### src/rtl/sayac_demux_pkg.sv
// Shared SAYAC select-path definitions: default sizes, one-hot select codes,
// slot state encoding and the one-hot legality check.
package sayac_demux_pkg;

  localparam int unsigned WIDTH_DEF = 16;
  localparam int unsigned NDEST_DEF = 8;
  localparam int unsigned ERRW_DEF  = 8;

  // MSB selects d1, LSB selects d8
  localparam logic [NDEST_DEF-1:0] SEL_D1 = 8'b1000_0000;
  localparam logic [NDEST_DEF-1:0] SEL_D2 = 8'b0100_0000;
  localparam logic [NDEST_DEF-1:0] SEL_D3 = 8'b0010_0000;
  localparam logic [NDEST_DEF-1:0] SEL_D4 = 8'b0001_0000;
  localparam logic [NDEST_DEF-1:0] SEL_D5 = 8'b0000_1000;
  localparam logic [NDEST_DEF-1:0] SEL_D6 = 8'b0000_0100;
  localparam logic [NDEST_DEF-1:0] SEL_D7 = 8'b0000_0010;
  localparam logic [NDEST_DEF-1:0] SEL_D8 = 8'b0000_0001;

  typedef enum logic {
    SLOT_EMPTY = 1'b0,
    SLOT_FULL  = 1'b1
  } slot_state_e;

  function automatic logic is_onehot(input logic [NDEST_DEF-1:0] sel);
    return (sel != '0) && ((sel & (sel - 1'b1)) == '0);
  endfunction

endpackage

### src/rtl/sayac_demux_slot.sv
// One destination slot: holding register plus valid flag with write/ack control.
module sayac_demux_slot
  import sayac_demux_pkg::*;
#(
  parameter int unsigned WIDTH = WIDTH_DEF
) (
  input  logic             clk,
  input  logic             rst,
  input  logic             wr,
  input  logic             ack,
  input  logic [WIDTH-1:0] din,
  output logic [WIDTH-1:0] dout,
  output logic             valid
);

  slot_state_e      state_q, state_d;
  logic [WIDTH-1:0] data_q, data_d;

  always_ff @(posedge clk) begin
    if (rst) begin
      state_q <= SLOT_EMPTY;
      data_q  <= '0;
    end else begin
      state_q <= state_d;
      data_q  <= data_d;
    end
  end

  // A write wins over an ack, so write+ack on a full slot passes through as FULL
  always_comb begin
    state_d = state_q;
    data_d  = data_q;
    if (wr) begin
      state_d = SLOT_FULL;
      data_d  = din;
    end else if (ack && state_q == SLOT_FULL) begin
      state_d = SLOT_EMPTY;
    end
  end

  assign dout  = data_q;
  assign valid = (state_q == SLOT_FULL);

endmodule

### src/rtl/sayac_demux1to8.sv
// One-hot 1-to-8 distributor: routes din to the selected holding slot and
// rejects, flags and counts illegal select offers.
module sayac_demux1to8
  import sayac_demux_pkg::*;
#(
  parameter int unsigned WIDTH = WIDTH_DEF,
  parameter int unsigned NDEST = NDEST_DEF,
  parameter int unsigned ERRW  = ERRW_DEF
) (
  input  logic             clk,
  input  logic             rst,
  input  logic [WIDTH-1:0] din,
  input  logic [NDEST-1:0] sel,
  input  logic             in_valid,
  output logic             in_ready,
  output logic [WIDTH-1:0] d1,
  output logic [WIDTH-1:0] d2,
  output logic [WIDTH-1:0] d3,
  output logic [WIDTH-1:0] d4,
  output logic [WIDTH-1:0] d5,
  output logic [WIDTH-1:0] d6,
  output logic [WIDTH-1:0] d7,
  output logic [WIDTH-1:0] d8,
  output logic [NDEST-1:0] out_valid,
  input  logic [NDEST-1:0] out_ack,
  output logic             sel_err,
  output logic [ERRW-1:0]  err_cnt
);

  logic             legal;
  logic             accept;
  logic             bad_offer;
  logic [NDEST-1:0] wr_vec;
  logic [WIDTH-1:0] slot_data [NDEST];

  logic             sel_err_q, sel_err_d;
  logic [ERRW-1:0]  err_cnt_q, err_cnt_d;

  assign legal     = is_onehot(sel);
  // Selected slot can take a word if empty or being drained this same cycle
  assign in_ready  = legal && ((sel & (~out_valid | out_ack)) != '0);
  assign accept    = in_valid && in_ready;
  assign wr_vec    = accept ? sel : '0;
  assign bad_offer = in_valid && !legal;

  for (genvar i = 0; i < NDEST; i++) begin : g_slot
    sayac_demux_slot #(
      .WIDTH (WIDTH)
    ) u_slot (
      .clk   (clk),
      .rst   (rst),
      .wr    (wr_vec[i]),
      .ack   (out_ack[i]),
      .din   (din),
      .dout  (slot_data[i]),
      .valid (out_valid[i])
    );
  end

  assign d1 = slot_data[7];
  assign d2 = slot_data[6];
  assign d3 = slot_data[5];
  assign d4 = slot_data[4];
  assign d5 = slot_data[3];
  assign d6 = slot_data[2];
  assign d7 = slot_data[1];
  assign d8 = slot_data[0];

  always_comb begin
    sel_err_d = bad_offer;
    err_cnt_d = err_cnt_q;
    if (bad_offer && err_cnt_q != '1) begin
      err_cnt_d = err_cnt_q + ERRW'(1);
    end
  end

  always_ff @(posedge clk) begin
    if (rst) begin
      sel_err_q <= 1'b0;
      err_cnt_q <= '0;
    end else begin
      sel_err_q <= sel_err_d;
      err_cnt_q <= err_cnt_d;
    end
  end

  assign sel_err = sel_err_q;
  assign err_cnt = err_cnt_q;

endmodule
### config.mk
export PLATFORM = sky130hd
export DESIGN_NAME = sayac_demux1to8
export DESIGN_NICKNAME = d
export VERILOG_FILES = /design/src/rtl/sayac_demux_pkg.sv /design/src/rtl/sayac_demux_slot.sv /design/src/rtl/sayac_demux1to8.sv
export SDC_FILE = /design/constraint.sdc
export NUM_CORES = 1
export LEC_CHECK = 0
export BUFFER_PORTS_ARGS = -buffer_cell sky130_fd_sc_hd__buf_2
export CORE_MARGIN = 5
export CORE_UTILIZATION = 51
export DETAILED_ROUTE_END_ITERATION = 10
export GPL_ROUTABILITY_DRIVEN = 0
export HOLD_SLACK_MARGIN = 0.12
export PLACE_DENSITY = 0.76
export SKIP_LAST_GASP = 1
export SLEW_MARGIN = 25
export SYNTH_ARGS = -nofsm -noshare
export SYNTH_HDL_FRONTEND = slang
export SYNTH_SLANG_ARGS = --single-unit
### constraint.sdc
create_clock -name clk -period 2.15 [get_ports clk]
set_clock_uncertainty 0.1 [all_clocks]
set_input_delay 0.1075 -clock clk [delete_from_list [all_inputs] [get_ports clk]]
set_output_delay 0.1075 -clock clk [all_outputs]
set_load 0.03 [all_outputs]
=== Word-level counts from Yosys, hierarchy flattened ===
Cells that the tools add are included.

* Add/subtract/negate cells: 2
* Bitwise logic cells: 4
* Eq/ne operators: 1
* Reduce and logical (&&, ||, !) cells: 25
* Mux-type cells: 17

{| class="wikitable"
|+ Operators with widths
! cell !! count
|-
| $and 8x8->8 || 2
|-
| $mux 1 || 16
|-
| $reduce_bool 2->1 || 8
|-
| $reduce_bool 8->1 || 2
|-
| $logic_and 1x1->1 || 13
|-
| $add 8x1->8 const B || 1
|-
| $logic_not 8->1 || 1
|-
| $mux 8 || 1
|-
| $ne 8x8->1 const B || 1
|-
| $not 8->8 || 1
|-
| $or 8x8->8 || 1
|-
| $sub 8x1->8 const B || 1
|-
| $logic_not 1->1 || 1
|}

* Register bits after elaboration: 145
* Word-level logic and storage cells: 67
* Output and inout port bits: 146

=== Depth between registers and ports, before layout ===
* Depth in word-level cells: 8
* Mapped depth: 9
* Gate-level depth less buffers: 7

=== Hierarchy ===
From an unflattened synthesis, not the netlist that was laid out.

* Cells, all modules: 539
* Area, all modules: 5669.2 um^2

{| class="wikitable"
|+ By module, submodules not included
! module !! area an instance (um^2) !! sequential area each (um^2) !! instances !! cells an instance
|-
| sayac_demux_slot || 616.8 || 340.3 || 8 || 56
|-
| sayac_demux1to8 || 734.5 || 180.2 || 1 || 91
|}

=== Least setup slack after synthesis ===
OpenSTA, ideal clock, no wires.

* Path type: register to register
* Start point: reg err_cnt_q[0] (netlist: err_cnt[0])
* End point: reg err_cnt_q[5] (netlist: err_cnt[5])
* Clock period less this slack: 2.084 ns
* Setup time: 0.121 ns
* Slack: 0.066 ns
* Cell stages (with the launch flop): 8
* Buffers on the path: 0
* Required time: 1.929 ns
* Arrival: 1.863 ns
* Cell sequence: dfxtp_1 -> ha_1 -> and3_1 -> nand3_1 -> and4_1 -> and3_1 -> nand3_1 -> mux2_2

* Word-level cells in the longest chain between the ends: 2

{| class="wikitable"
|+ RTL lines
! item !! RTL line !! text
|-
| from (decl) || sayac_demux1to8.sv:37 || <nowiki>logic [ERRW-1:0] err_cnt_q, err_cnt_d;</nowiki>
|-
| from (signal assigned) || sayac_demux1to8.sv:83 || <nowiki>err_cnt_q <= err_cnt_d;</nowiki>
|-
| parallel branches: the longest is 2 deep, another holds $add 8x1->8 || -- ||
|}

Several ways; the timed one is not identified.
A chain may end at the register's enable or synchronous reset.

=== Worst setup path in the final report ===
Same ends and word-level chain as after synthesis.

==> PnR_summary.wiki <==
{| class="wikitable"
! Metric !! Value
|-
| Number of fillers in the final layout || 836
|-
| Initial core utilization || 0.522
|-
| Area of the core || 10800 um2
|-
| Wire length of the first global-routing pass || 23700 um
|-
| Yosys top cell by area || dfxtp_1
|-
| Nature of the critical path endpoint || flop
|-
| Worst Hold Path EP || g_slot[4].u_slot.valid
|-
| Antenna violations before repair || 0
|-
| Final non-filler cell area || 7540 um2
|-
| Worst Path Max Fanout || 5
|-
| Die boundary height || 115 um
|-
| Share of cells above drive strength 1 || 0.328
|-
| Clock tree sinks || 145
|-
| HPWL reported at the end of detailed placement || 10500 um
|-
| Biggest area contributors in the synthesized netlist || dfxtp_1 (51%), mux2i_1 (23%), nor2_1 (9.2%)
|-
| Worst reg2reg path startpoint || err_cnt[0]
|-
| Seq cells post-synth || 145
|-
| Number of setup violations in the final report || 0
|-
| Die area || 13300 um2
|-
| Fin cells || 905
|-
| Power Density || 801 nW/um2
|-
| Rows || 38
|-
| Total number of yosys warnings || 0
|-
| R2r endpoint || err_cnt[5]
|-
| Initial DRC count || 389
|-
| Die Wd || 115 um
|-
| Min Tclk post-route || 2040 ps
|-
| Num CTS Buffers || 17
|-
| Required time reported for the critical path endpoint || 2460 ps
|-
| Worst setup slack for register-to-register paths || 110 ps
|-
| Number of nets in the finished design || 788
|-
| Status || complete, no violations
|-
| Clock tree from TritonCTS || done
|-
| Largest voltage drop on the vdd net || 0.574 mV
|-
| Port-buffer cells || 180
|-
| Depth of the CTS H-tree || 4
|-
| Worst reg2reg path depth || 7
|-
| Cell area after technology mapping || 5660 um2
|-
| Latest clock arrival within the worst-skew pair || 520 ps
|-
| Sequential Area || 2900 um2
|-
| Highest-delay cell along the critical path || dfxtp_1
|-
| Largest net degree at the start of global routing || 71
|-
| Leak || 4.39 nW
|-
| Vias in the first global route || 4691
|-
| Critical path class || flop to flop
|-
| Synth-to-Final Area Change || 33.1%
|-
| Multi-input logic area || 2460 um2
|-
| Placed cells || 840
|-
| Unrepaired setup endpoints after global routing || false
|-
| Number of antenna repair diodes || 0
|-
| Average via count per standard cell || 5.20
|-
| Slowest stage delay, CP || 380 ps
|-
| Measured slew at the worst slew-check pin || 731 ps
|-
| Detailed-router iteration count before antenna repair || 5
|-
| Slew margin rel. || 0.513
|-
| Startpoint type of the worst setup path || flop
|-
| All-layer global routing usage || 0.230
|-
| Maxcap violations || 0
|-
| CP Data Arrival Time || 2350 ps
|-
| Post-Synthesis Mean Instance Area || 10.1 um2
|-
| Wire length per cell after detailed routing || 16.9 um
|-
| Hold path cells || 6
|-
| Final count of hold timing violations || 0
|-
| Register area share after synthesis || 0.513
|-
| Final period util || 0.951
|-
| Hold/Removal Path Class || input port to flop
|-
| Highest attainable clock frequency || 0.489 GHz
|-
| Number of nets in the synthesized netlist || 596
|-
| Highest-count cells in the layout ignoring fill and taps || buf_2 (179), dfxtp_1 (145), nor2_1 (139), mux2i_1 (129), dlygate4sd3_1 (30)
|-
| Residual overflow from global routing || 0
|-
| Number of standard cells after synthesis || 560
|-
| Launch point of the worst hold path || sel[4]
|-
| Final routed DRC violation total || 0
|-
| Most common cell after layout, fill and taps aside || buf_2
|-
| Sum of negative setup slack || 0 ps
|-
| Routed via count || 4708
|-
| Antenna violation net count after detailed routing || 0
|-
| Top-area cell type share of the netlist area || 0.513
|-
| Clock input transition at the sequential cells of the worst setup and hold paths || 60 ps
|-
| CTS Root Cell || clkbuf_8
|-
| Final wirelength || 15300 um
|-
| Top-level port count || 181
|-
| Clk buf depth || 2
|-
| Number of pins with negative max-slew slack in the final report || 0
|-
| Ordered cell list for the critical path || ha_1 -> and3_1 -> nand3_1 -> and4_1 -> and3_1 -> nand3_1 -> mux2_2
|-
| Placed cell areas || 6590 um2
|-
| Count of cell types in the netlist || 27
|}
-- Yosys cell counts (all sizes together) --
library cell,instances
nand2b,10
nor3,1
o21ai,7
a41oi,7
nand4b,4
nand4,6
nor2,140
inv,1
ha,1
nand2,9
buf,24
nor2b,8
nand3,4
a22oi,4
and3,6
dfxtp,145
and4,1
mux2i,129
mux2,7
a21oi,8
clkbuf,35
a211oi,2
nor4,1
-- flip-flops by register name, indices dropped and copies added (netlist names) --
name and count:
sel_err 1, err_cnt 8, g_slot.u_slot.valid 8, g_slot.u_slot.dout 128
-- cell type report --
cell class	instances	share of cell area
Timing Repair Buffer	232	0.185
Clock buffer	21	0.0583
Tap cell	140	0.0232
Sequential cell	145	0.385
Inverter	1	0.000498
Multi-Input combinational cell	355	0.327
Clock inverter	11	0.0214
-- what timing repair did --
item                                    CTS  global route
gates resized for setup                   1             3
endpoints found under the setup margin    2             1
cloned                                    0             0
buffers inserted                          0             3
pin swaps                                 0             1
endpoints found under the hold margin   145             0
hold buffers                             30             0
-- power breakdown --
group	internal, mW	switching, mW
registers	2.71	0.0108
logic	0.133	0.212
clock network	1.91	1.07
total	4.74	1.29
-- worst max path at each step --
stage | end | startpoint | cells past startpoint
2_1_floorplan | err_cnt[5] | err_cnt[0] | 7
3_3_place_gp | err_cnt[0] | sel[5] | 7
3_5_place_dp | err_cnt[0] | sel[5] | 7
4_1_cts | in_ready | g_slot[0].u_slot.valid | 6
5_1_grt | err_cnt[7] | err_cnt[1] | 7
6_report | err_cnt[5] | err_cnt[0] | 7
-- logic make-up after synthesis --
| logic type | Yosys count | share of synthesized area |
|---|---|---|
| and+or+nand+nor | 190 | 0.150 |
| AOI/OAI and AO/OA | 28 | 0.0320 |
| adders and majority gates | 1 | 0.00221 |
| muxes | 136 | 0.242 |
| DFF | 145 | 0.513 |
| buffers and inverters | 60 | 0.0610 |
-- metrics by stage --
step                      hold WS [ps]   util  total power [mW]  worst slack, ps
after floorplan                    212      -              2.96             66.4
after global placement             319  0.608              3.06             19.5
after detailed placement           318  0.608              3.07            -43.4
after CTS                          149  0.692              6.09             96.5
after global routing               215  0.695              6.23             5.29
final                              179  0.695              6.04              106
-- per-layer routing --
metal | up-vias | wire, um | share of wire | global-route usage
met5 | - | 0 | 0 | 0
met4 | 0 | 424 | 0.028 | 0.110
met3 | 30 | 1040 | 0.068 | 0.0711
met2 | 155 | 7690 | 0.50 | 0.391
met1 | 2266 | 6110 | 0.40 | 0.263
li1 | 2257 | - | - | -
-- worst max-delay path: cells and delay by family (launching register included) --
| kind | cells | cell delay, ps |
|---|---|---|
| adders and majority gates | 1 | 190 |
| muxes | 1 | 340 |
| and+or+nand+nor | 5 | 920 |
| DFF | 1 | 380 |
(Power assumes the default switching activity.)
